===== src/rtl/regfile_pkg.sv =====
// Shared constants and ID type for the register-file read path.
package regfile_pkg;
   localparam int NREG = 8;
   localparam int DW   = 32;
   localparam int RW   = 4;
   localparam logic [RW-1:0] RNONE = 4'hF;
   typedef logic [RW-1:0] reg_id_t;
endpackage


===== src/rtl/reg_scoreboard.sv =====
// Pending-load scoreboard: busy bit per register plus per-port hazard lookup.
// REGREAD_FWD_EN: a load completing this cycle masks its own hazard (bypass supplies it).
module reg_scoreboard #(
   parameter int NREG  = regfile_pkg::NREG,
   parameter int RW    = regfile_pkg::RW,
   parameter int NPORT = 2
)(
   input  logic                       clock,
   input  logic                       reset,
   input  logic                       setEn,
   input  logic [RW-1:0]              setId,
   input  logic [RW-1:0]              clrId,
   input  logic [NPORT-1:0][RW-1:0]   rdId,
   output logic [NREG-1:0]            busy,
   output logic [NPORT-1:0]           hazard
);
   // A new pending load beats the completion of an older one to the same register.
   always_ff @(posedge clock) begin
      if (reset) begin
         busy <= '0;
      end else begin
         for (int i = 0; i < NREG; i++) begin
            if (setEn && setId == RW'(i))
               busy[i] <= 1'b1;
            else if (clrId == RW'(i))
               busy[i] <= 1'b0;
         end
      end
   end

   for (genvar p = 0; p < NPORT; p++) begin : gPort
      logic [NREG-1:0] hit;
      always_comb begin
         hit = '0;
         for (int i = 0; i < NREG; i++)
            hit[i] = busy[i] && (rdId[p] == RW'(i));
      end
`ifdef REGREAD_FWD_EN
      assign hazard[p] = (|hit) && (rdId[p] != clrId);
`else
      assign hazard[p] = |hit;
`endif
   end
endmodule


===== src/rtl/regfile_read.sv =====
// Decode read-port unit: operand select, load-hazard stall, one-entry output register.
// REGREAD_FWD_EN enables same-cycle writeback bypass; otherwise matching writebacks stall.
module regfile_read #(
   parameter int NREG = regfile_pkg::NREG,
   parameter int DW   = regfile_pkg::DW,
   parameter int RW   = regfile_pkg::RW
)(
   input  logic                 clock,
   input  logic                 reset,
   input  logic [NREG*DW-1:0]   regs,
   input  logic [RW-1:0]        dstE,
   input  logic [DW-1:0]        valE,
   input  logic [RW-1:0]        dstM,
   input  logic [DW-1:0]        valM,
   input  logic                 in_valid,
   output logic                 in_ready,
   input  logic [RW-1:0]        rA,
   input  logic [RW-1:0]        rB,
   input  logic [RW-1:0]        in_dstM,
   output logic                 out_valid,
   input  logic                 out_ready,
   output logic [DW-1:0]        valA,
   output logic [DW-1:0]        valB,
   output logic [NREG-1:0]      busy
);
   import regfile_pkg::*;

   function automatic logic inRange(logic [RW-1:0] id);
      return {{(32-RW){1'b0}}, id} < 32'(NREG);
   endfunction

   reg_id_t [1:0]         srcId;
   logic [1:0][DW-1:0]    opnd;
   logic [1:0]            hazard;
   logic [1:0]            wbHit;
   logic                  stall, accept, outValid;

   assign srcId = {rB, rA};

   for (genvar p = 0; p < 2; p++) begin : gPort
      logic [DW-1:0] sel;
      always_comb begin
         sel = '0;
         for (int i = 0; i < NREG; i++)
            if (srcId[p] == RW'(i)) sel = regs[i*DW +: DW];
`ifdef REGREAD_FWD_EN
         // M is applied after E: the regfile commits the load last on a shared destination.
         if (inRange(srcId[p])) begin
            if (srcId[p] == dstE) sel = valE;
            if (srcId[p] == dstM) sel = valM;
         end
`endif
      end
      assign opnd[p] = sel;
`ifdef REGREAD_FWD_EN
      assign wbHit[p] = 1'b0;
`else
      assign wbHit[p] = inRange(srcId[p]) && (srcId[p] == dstE || srcId[p] == dstM);
`endif
   end

   reg_scoreboard #(.NREG(NREG), .RW(RW), .NPORT(2)) uSb (
      .clock  (clock),
      .reset  (reset),
      .setEn  (accept),
      .setId  (in_dstM),
      .clrId  (dstM),
      .rdId   (srcId),
      .busy   (busy),
      .hazard (hazard)
   );

   assign stall    = in_valid && ((|hazard) || (|wbHit));
   assign in_ready = !reset && !stall && (!outValid || out_ready);
   assign accept   = in_valid && in_ready;

   always_ff @(posedge clock) begin
      if (reset) begin
         outValid <= 1'b0;
         valA     <= '0;
         valB     <= '0;
      end else if (accept) begin
         outValid <= 1'b1;
         valA     <= opnd[0];
         valB     <= opnd[1];
      end else if (out_ready) begin
         outValid <= 1'b0;
      end
   end

   assign out_valid = outValid;
endmodule

===== config.mk =====
export PLATFORM = sky130hd
export DESIGN_NAME = regfile_read
export DESIGN_NICKNAME = d
export VERILOG_FILES = /design/src/rtl/regfile_pkg.sv /design/src/rtl/reg_scoreboard.sv /design/src/rtl/regfile_read.sv
export SDC_FILE = /design/constraint.sdc
export NUM_CORES = 1
export LEC_CHECK = 0
export ABC_AREA = 1
export CORE_AREA = 2 2 161 163
export CTS_CLUSTER_DIAMETER = 200
export CTS_CLUSTER_SIZE = 16
export DETAILED_ROUTE_END_ITERATION = 16
export DIE_AREA = 0 0 163 165
export HOLD_SLACK_MARGIN = 0.02
export MAX_ROUTING_LAYER = met4
export PLACE_DENSITY = 0.67
export SETUP_SLACK_MARGIN = 0.3
export SLEW_MARGIN = 5
export SYNTH_ARGS = -nofsm -noshare
export SYNTH_HDL_FRONTEND = slang
export SYNTH_HIERARCHICAL = 1
export SYNTH_SLANG_ARGS = --single-unit
export TNS_END_PERCENT = 10

===== constraint.sdc =====
create_clock -name clock -period 2.46 [get_ports clock]
set_clock_uncertainty 0.15 [all_clocks]
set_input_delay 0.246 -clock clock [delete_from_list [all_inputs] [get_ports clock]]
set_output_delay 0.246 -clock clock [all_outputs]
set_load 0.02 [all_outputs]

-- Yosys cells after proc, flatten, opt, wreduce, memory -nomap -nowiden
Cells that the tools add are included.
- output and inout port bits: 74
- bits in registers: 73
- equality and inequality tests: 32
- magnitude comparators: 2
- reduce and logical (&&, ||, !) cells: 52
- multiplexer cells: 34
- operators by type and width (cell ; count):
    $mux W32 ; 16
    $eq A4 B3 Y1 const B ; 16
    $eq A4 B2 Y1 const B ; 8
    $logic_and A1 B1 Y1 ; 30
    $mux W1 ; 18
    $reduce_bool A2 Y1 ; 9
    $eq A4 B1 Y1 const B ; 4
    $eq A4 B4 Y1 ; 4
    $logic_not A4 Y1 ; 4
    $reduce_or A16 Y1 ; 1
    $lt A4 B4 Y1 const B ; 2
    $logic_or A1 B1 Y1 ; 4
    $logic_not A1 Y1 ; 3
    $reduce_or A2 Y1 ; 1

-- Logic depth before layout (Yosys ltp)
Gate-level depths: netlist of run 1.
- word-level depth: 12
- mapped depth: 16
- depth with buffers taken out: 14

-- By module
Netlist of run 1, hierarchy kept.
- modules (own cells, without submodules) (module ; area an instance (um^2) ; cells each ; sequential area each (um^2) ; times used):
    regfile_read ; 6682.7 ; 1323 ; 1301.2 ; 1
    reg_scoreboard ; 558.0 ; 98 ; 160.2 ; 1

-- Worst setup path before layout of run 1
OpenSTA, ideal clock, no wires.
- kind: register to register
- start point: register uSb.busy[2]
- end point: register uSb.busy[0]
- cell stages (with the launch flop): 16
- path buffers: 2
- data required time: 2.240 ns
- data arrival time: 1.908 ns
- path slack: 0.332 ns
- clock period less this slack: 2.128 ns
- path through: dfxtp_1 > nand3_1 > nand2_1 > o21ai_1 > nand2_1 > nor2_1 > inv_1 > a21oi_2 > nand4_2 > buf_4 > buf_6 > inv_1 > inv_2 > nor2_4 > nand3_1 > a21oi_1
- longest elaborated chain between the ends: 10
- elaborated cells on any way between the ends: 12
- RTL lines (element ; RTL line ; source):
    from (decl) ; reg_scoreboard.sv:14 ; output logic [NREG-1:0] busy,
    from (signal assigned) ; reg_scoreboard.sv:20 ; busy <= '0;
    from (signal, indexed assignment) ; reg_scoreboard.sv:24 ; busy[i] <= 1'b1;
    from (signal, indexed assignment) ; reg_scoreboard.sv:26 ; busy[i] <= 1'b0;
    $logic_and A1 B1 Y1 ; reg_scoreboard.sv:36 ; hit[i] = busy[i] && (rdId[p] == RW'(i));
    $reduce_or A16 Y1 * ; regfile_read.sv:73 ; assign stall = in_valid && ((|hazard) || (|wbHit));
    $logic_or A1 B1 Y1 * ; regfile_read.sv:73 ;
    $logic_and A1 B1 Y1 * ; regfile_read.sv:73 ;
    $logic_not A1 Y1 * ; regfile_read.sv:74 ; assign in_ready = !reset && !stall && (!outValid || out_ready);
    $logic_and A1 B1 Y1 * (2 in series) ; regfile_read.sv:74 ;
    $logic_and A1 B1 Y1 * ; regfile_read.sv:75 ; assign accept = in_valid && in_ready;
    net accept ; regfile_read.sv:36 ; logic stall, accept, outValid;
    $logic_and A1 B1 Y1 * ; reg_scoreboard.sv:23 ; if (setEn && setId == RW'(i))
    $mux W1 / $reduce_bool A2 Y1 (equally long branches) ; -- ;
Mark *: on every way through the listed nets, which the timed path passes. The rest lies on a longest branch.
A chain may end at the register's enable or synchronous reset.

-- Final worst setup path of run 1
- start point: register uSb.busy[2]
- end point: output port in_ready
- longest elaborated chain between the ends: 7
- elaborated cells on any way between the ends: 8
- RTL lines (element ; RTL line ; source):
    $logic_and A1 B1 Y1 ; reg_scoreboard.sv:36 ;
    $reduce_or A16 Y1 * ; regfile_read.sv:73 ;
    $logic_or A1 B1 Y1 * ; regfile_read.sv:73 ;
    $logic_and A1 B1 Y1 * ; regfile_read.sv:73 ;
    $logic_not A1 Y1 * ; regfile_read.sv:74 ;
    $logic_and A1 B1 Y1 * (2 in series) ; regfile_read.sv:74 ;
    to (decl) ; regfile_read.sv:16 ; output logic in_ready,
Every way passes the cells marked *; elsewhere a longest branch is shown, timed or not.

==> results of run 1 <==
-- power groups by stage --
stage / Clock [uW] / Sequential [uW] / Combinational (uW)
final: 1390 / 1320 / 1830
after global placement: 0 / 1350 / 1800
after global routing: 1470 / 1320 / 1970
after detailed placement: 0 / 1350 / 1810
after CTS: 1420 / 1320 / 1820
after floorplan: 0 / 1440 / 598
-- worst max path at each step --
stage                                to  cells past startpoint
2_1_floorplan  uSb/busy[0]$_SDFFE_PP0P_                     15
3_3_place_gp      valA[29]$_SDFFE_PP0P_                     11
3_5_place_dp       valA[7]$_SDFFE_PP0P_                     11
4_1_cts                        in_ready                     10
5_1_grt                        in_ready                     10
6_report                       in_ready                     10
-- metrics by stage --
| step | power, uW | TNS, ns | instances | util | hold WS [ns] |
|---|---|---|---|---|---|
| 3_5_place_dp | 3160 | -20.11 | 2129 | 0.475 | 0.339 |
| 5_1_grt | 4760 | 0 | 2158 | 0.494 | 0.372 |
| 4_1_cts | 4560 | 0 | 2146 | 0.487 | 0.354 |
| 6_report | 4540 | 0 | 2158 | 0.494 | 0.338 |
| 3_3_place_gp | 3150 | -16.78 | 2129 | 0.475 | 0.338 |
| 2_1_floorplan | 2040 | 0 | 1421 | - | 0.165 |
-- kinds of logic (layout without fill, tap and decap cells) --
group                  count (synthesis)  count (layout)  synth area share
AO/OA/AOI/OAI                         68              68            0.0482
XOR/XNOR                               1               1           0.00121
buffers and inverters                224             626             0.127
flip-flops                            73              73             0.202
other                                  0               4                 0
AND/OR/NAND/NOR                     1055            1056             0.622
-- cell usage in the layout (no fill, tap or decap), drive strengths merged --
cell           instances
nand2                500
clkdlybuf4s50        342
nor2                 272
nand3                184
inv                  147
buf                  111
nand4                 89
dfxtp                 73
a21oi                 41
o21ai                 25
clkbuf                13
nor3                  10
diode                  4
dlymetal6s2s           4
clkinvlp               3
o211ai                 2
dlygate4sd2            2
clkinv                 2
xnor2                  1
nor3b                  1
bufinv                 1
clkdlybuf4s15          1
-- state kept, by name, indices dropped and copies added, names as in the netlist --
name	cells
valB	32
out_valid	1
valA	32
uSb/busy	8
-- final cells by class --
cell class	count	area (um2)	area share
Multi-Input combinational cell	1125	4990	0.403
Antenna cell	4	10.0	0.000809
Clock buffer	10	229	0.0185
Tap cell	330	413	0.0334
Sequential cell	73	1490	0.120
Clock inverter	6	67.6	0.00546
Timing Repair Buffer	463	4620	0.373
Inverter	147	558	0.0451
-- worst register-to-register path, cell delays in order (launching register included) --
cell	delay (ns)
dfxtp_4	0.37
nand3_2	0.06
nand2_1	0.07
o21ai_1	0.13
nand2_1	0.08
nor2_2	0.13
inv_1	0.06
a21oi_2	0.17
nand4_4	0.16
buf_12	0.21
buf_12	0.16
nand2_1	0.06
nand2_1	0.05
nor2_2	0.14
-- metal layers --
metal,up-vias,wire length [um],global-route usage
met3,97,3480,0.0507
met2,622,19600,0.526
met4,0,1750,0.123
li1,5318,-,-
met1,5042,16200,0.352
met5,-,0,-
-- repair_timing --
| action | 4_1_cts | 5_1_grt |
|---|---|---|
| pin swaps | 1 | 16 |
| setup buffers | 0 | 8 |
| gates resized for setup | 16 | 41 |
| cloned | 1 | 0 |
| setup endpoints to repair | 71 | 72 |
==> results.sh, run 1 <==
export IMPL_dp_hpwl_mm=32.1
export IMPL_min_from="dstM[2]"
export IMPL_grt_usage=0.305
export IMPL_fin_crit_sh=0.885
export IMPL_grt_overflow=0
export IMPL_grt_pass1_wl_mm=60.0
export IMPL_ys_warn_count=6
export IMPL_r2r_slack_ns=0.40
export IMPL_slowest_delay_ns=0.37
export IMPL_fin_area_um2=12400
export IMPL_fmax_ghz=0.459
export IMPL_yosys_area_top_type="nand2_1"
export IMPL_hp_class="in -> reg"
export IMPL_syn_area_um2=7240
export IMPL_io_buffer_count=353
export IMPL_synth_cells=1421
export IMPL_crit_fanout=4
export IMPL_critPathLaunchType="register"
export IMPL_ys_seq_area_frac=0.202
export IMPL_gp_congestion=1.00
export IMPL_drive_above_1_share=0.102
export IMPL_ys_ff_latch=73
export IMPL_coreArea_um2=25000
export IMPL_ant_nets=0
export IMPL_nFillCells=2649
export IMPL_avgSynthCellArea_um2=5.10
export IMPL_power_density_nw_per_um2=367
export IMPL_swShare=0.351
export IMPL_max_cap_violations=0
export IMPL_routed_via_count=11100
export IMPL_clock_sinks=73
export IMPL_worst_path_buf_inv=2
export IMPL_grt_pass1_vias=10400
export IMPL_p_int_uw=2950
export IMPL_path_delay_family="simple AND/OR/NAND/NOR gates"
export IMPL_wl_mm=41.0
export IMPL_wl_per_cell_um=19.0
export IMPL_worst_slack_ns=0.283
export IMPL_initialDrtViolationCount=1153
export IMPL_drc=0
export IMPL_slew_limit_headroom=0.490
export IMPL_reg2reg_from="uSb/busy[2]$_SDFFE_PP0P_"
export IMPL_p_comb_frac=0.404
export IMPL_rsz0062_at_grt="true"
export IMPL_critPathLaunch="uSb/busy[2]$_SDFFE_PP0P_"
export IMPL_clk_latency_ns=0.35
export IMPL_cts_tree="built"
export IMPL_arrival_ns=1.78
export IMPL_synth_main_ff_cell="dfxtp_1"
export IMPL_hold_viol=0
export IMPL_hold_end="uSb/busy[5]$_SDFFE_PP0P_"
export IMPL_synth_nets=1765
export IMPL_ys_async_sr_fraction=0
export IMPL_dpl_instance_area_um2=11900
export IMPL_h_tree_depth=3
export IMPL_rows=58
export IMPL_endpoint_kind="output pin"
export IMPL_peakVddDrop_v=0.000309
export IMPL_crit_type="reg -> out"
export IMPL_area_growth_pct=70.8
export IMPL_dr_pass1_iters=6
export IMPL_cp_slowest_cell="dfxtp_4"
export IMPL_path_clk_slew_ns=0.07
export IMPL_pwr_share_clk=0.306
export IMPL_clockBufferDepth=2
export IMPL_r2r_cells=13
export IMPL_synth_cell_types=26
export IMPL_yosysMostFrequentCell="nand2_1"
export IMPL_cts_hold_buf=0
export IMPL_antenna_found_initial=4
export IMPL_pin_count=418
export IMPL_cts_root_buf="clkbuf_16"
export IMPL_status="complete, no violations"
export IMPL_numCtsBuffers=9
export IMPL_die_h_um=165
export IMPL_synthTopCellsByCount="500 x nand2_1, 265 x nor2_1, 184 x nand3_1"
export IMPL_place_ws_ns=-0.521
export IMPL_dieArea_um2=26900
export IMPL_final_nets=2163
export IMPL_crit_chain="nand3_2 -> nand2_1 -> o21ai_1 -> nand2_1 -> nor2_2 -> nand2_1 -> nor2_2 -> inv_1 -> a21oi_2 -> buf_4"
export IMPL_grt_max_degree=65
export IMPL_p_switching_uw=1590
export IMPL_power_leakage_uw=0.00558
export IMPL_slew_viol_final=0
export IMPL_synth_area_leaders="nand2_1 26%, dfxtp_1 20%, nor2_1 14%, nand3_1 13%, nand4_1 7.6%"
export IMPL_dieWidth_um=163
export IMPL_synth_top_area_share=0.259
export IMPL_cpMostUsedCell="nand2_1"
export IMPL_setup_violations=0
export IMPL_tightest_slew_ns=0.766
export IMPL_r2r_end="valB[19]$_SDFFE_PP0P_"
export IMPL_worst_ep_required_time_ns=2.06
export IMPL_fin_crit_ns=2.18
export IMPL_initial_core_util=0.289
export IMPL_synth_edff_count=0
export IMPL_hold_path_cell_count=6
export IMPL_seqPwrFrac=0.290
export IMPL_routed_via_density=5.13
Power figures use the tool's default switching activity.
==> inputs of run 2 (changes only) <==
Settings changed: CORE_AREA 2 2 161 163 to 2 2 160 162, DIE_AREA 0 0 163 165 to 0 0 162 164, DONT_BUFFER_PORTS set to 1, GPL_ROUTABILITY_DRIVEN set to 1, PLACE_DENSITY 0.67 to 0.46.
==> run 2 against run 1 <==
Net effect: non-clock buffer count is 354 lower; first-iteration DRC count is 26% lower; flip-flop and latch count unchanged; final cell count down 17%; clock power is 6% higher.
==> results.sh, run 2 (same netlist as run 1, synthesis figures left out) <==
export IMPL_slew_limit_headroom=0.386
export IMPL_hp_class="in -> reg"
export IMPL_clock_sinks=73
export IMPL_slew_viol_final=0
export IMPL_grt_pass1_wl_mm=56.9
export IMPL_cts_root_buf="clkbuf_16"
export IMPL_grt_pass1_vias=9317
export IMPL_setup_violations=0
export IMPL_r2r_slack_ns=0.30
export IMPL_drive_above_1_share=0.0796
export IMPL_final_nets=1808
export IMPL_wl_mm=40.1
export IMPL_max_cap_violations=0
export IMPL_power_leakage_uw=0.00416
export IMPL_initial_core_util=0.292
export IMPL_grt_max_degree=87
export IMPL_pwr_share_clk=0.376
export IMPL_ant_nets=0
export IMPL_worst_ep_required_time_ns=2.55
export IMPL_clockBufferDepth=2
export IMPL_whs_ns=0.0303
export IMPL_place_ws_ns=0.365
export IMPL_fmax_ghz=0.460
export IMPL_status="complete, no violations"
export IMPL_p_comb_frac=0.257
export IMPL_arrival_ns=2.26
export IMPL_peakVddDrop_v=0.000286
export IMPL_dp_hpwl_mm=29.6
export IMPL_largest_registers="valA: 32 flops, valB: 32 flops, uSb/busy: 8 flops"
export IMPL_dieWidth_um=162
export IMPL_dr_pass1_iters=5
export IMPL_die_h_um=164
export IMPL_final_cell_mix="500 x nand2_1, 257 x nor2_1, 184 x nand3_1"
export IMPL_endpoint_kind="register"
export IMPL_gp_congestion=0.917
export IMPL_grt_usage=0.295
export IMPL_swShare=0.355
export IMPL_final_common_cell="nand2_1"
export IMPL_area_growth_pct=21.6
export IMPL_initialDrtViolationCount=854
export IMPL_rows=58
export IMPL_power_density_nw_per_um2=447
export IMPL_io_buffer_count=0
export IMPL_dieArea_um2=26600
export IMPL_routed_via_count=9569
export IMPL_cts_tree="built"
export IMPL_coreArea_um2=24800
export IMPL_clk_latency_ns=0.34
export IMPL_routed_via_density=5.32
export IMPL_wl_per_cell_um=22.3
export IMPL_h_tree_depth=3
export IMPL_antenna_found_initial=1
export IMPL_tns_ns=0
export IMPL_crit_type="in -> reg"
export IMPL_critPathLaunchType="input port"
export IMPL_hold_viol=0
export IMPL_path_clk_slew_ns=0.06
export IMPL_fin_crit_ns=2.17
export IMPL_grt_overflow=0
export IMPL_tightest_slew_ns=0.920
export IMPL_p_int_uw=2540
export IMPL_seqPwrFrac=0.367
export IMPL_crit_fanout=19
export IMPL_worst_slack_ns=0.287
export IMPL_pin_count=418
export IMPL_drc=0
export IMPL_numCtsBuffers=9
export IMPL_p_switching_uw=1400
export IMPL_fin_crit_sh=0.884
export IMPL_rsz0062_at_grt="true"
## run 2: changes by cell type in the layout (fill, tap and decap cells not counted), moves of 4 or more
cell	change
clkdlybuf4s50_1	-342
dlygate4sd3_1	+50
buf_4	-43
buf_12	-13
nand3_1	+7
nand3_2	-7
dfxtp_4	-6
dlymetal6s2s_1	-4
## run 2: path summary, 6_finish.rpt
check	startpoint	endpoint	cells past startpoint
max	rB[3]	valB[26]$_SDFFE_PP0P_	11
min	regs[169]	valA[9]$_SDFFE_PP0P_	4
max reg2reg	uSb/busy[1]$_SDFFE_PP0P_	valB[10]$_SDFFE_PP0P_	12
min reg2reg	out_valid$_SDFFE_PP0P_	out_valid$_SDFFE_PP0P_	2
## run 2: power groups by stage
| stage | clock network (uW) | logic [uW] | registers, uW |
|---|---|---|---|
| finish | 1480 | 1010 | 1450 |
| detailed placement | 0 | 867 | 1470 |
| floorplan | 0 | 598 | 1440 |
| CTS | 1520 | 961 | 1450 |
| global placement | 0 | 858 | 1470 |
| global route | 1560 | 1130 | 1460 |
## run 2: repair_timing
item | in CTS | in global routing
pin swaps | 0 | 6
gates resized for setup | 1 | 11
hold buffers | 51 | 0
cloned | 0 | 4
setup buffers | 0 | 6
endpoints found under the setup margin | 1 | 43
endpoints found under the hold margin | 30 | 0
## run 2: layout make-up
| type | count | area [um2] |
|---|---|---|
| Fill cell | 2860 | 16000 |
| Multi-Input combinational cell | 1124 | 4930 |
| Sequential cell | 73 | 1470 |
| Timing Repair Buffer | 109 | 1120 |
| Inverter | 147 | 554 |
| Tap cell | 330 | 413 |
| Clock buffer | 10 | 229 |
| Clock inverter | 6 | 90.1 |
| Antenna cell | 1 | 2.50 |
## run 2: routing by layer
layer	vias to the layer above	routed length, um	GRT usage	share of wire
li1	4600	-	-	-
met1	4379	14400	0.304	0.36
met2	509	19900	0.528	0.50
met3	81	4330	0.0957	0.11
met4	0	1480	0.101	0.037
met5	-	0	-	0
## run 2: worst max-delay path, cell delays in order
cell and delay [ns]:
inv_1 0.04, nand2_1 0.19, nor3_2 0.07, inv_1 0.21, buf_12 0.20, nor2_1 0.06
nor2_1 0.36, nand4_1 0.14, dlygate4sd3_1 0.59, nor2_1 0.09, nor2_1 0.05
## run 2: metrics by stage
| stage | utilization | cells | instance area, um2 | power [uW] |
|---|---|---|---|---|
| final | 0.355 | 1800 | 8800 | 3940 |
| after detailed placement | 0.315 | 1723 | 7810 | 2340 |
| after global routing | 0.355 | 1800 | 8800 | 4140 |
| after global placement | 0.315 | 1723 | 7810 | 2330 |
| after floorplan | - | 1421 | 7240 | 2040 |
| after CTS | 0.348 | 1790 | 8640 | 3930 |
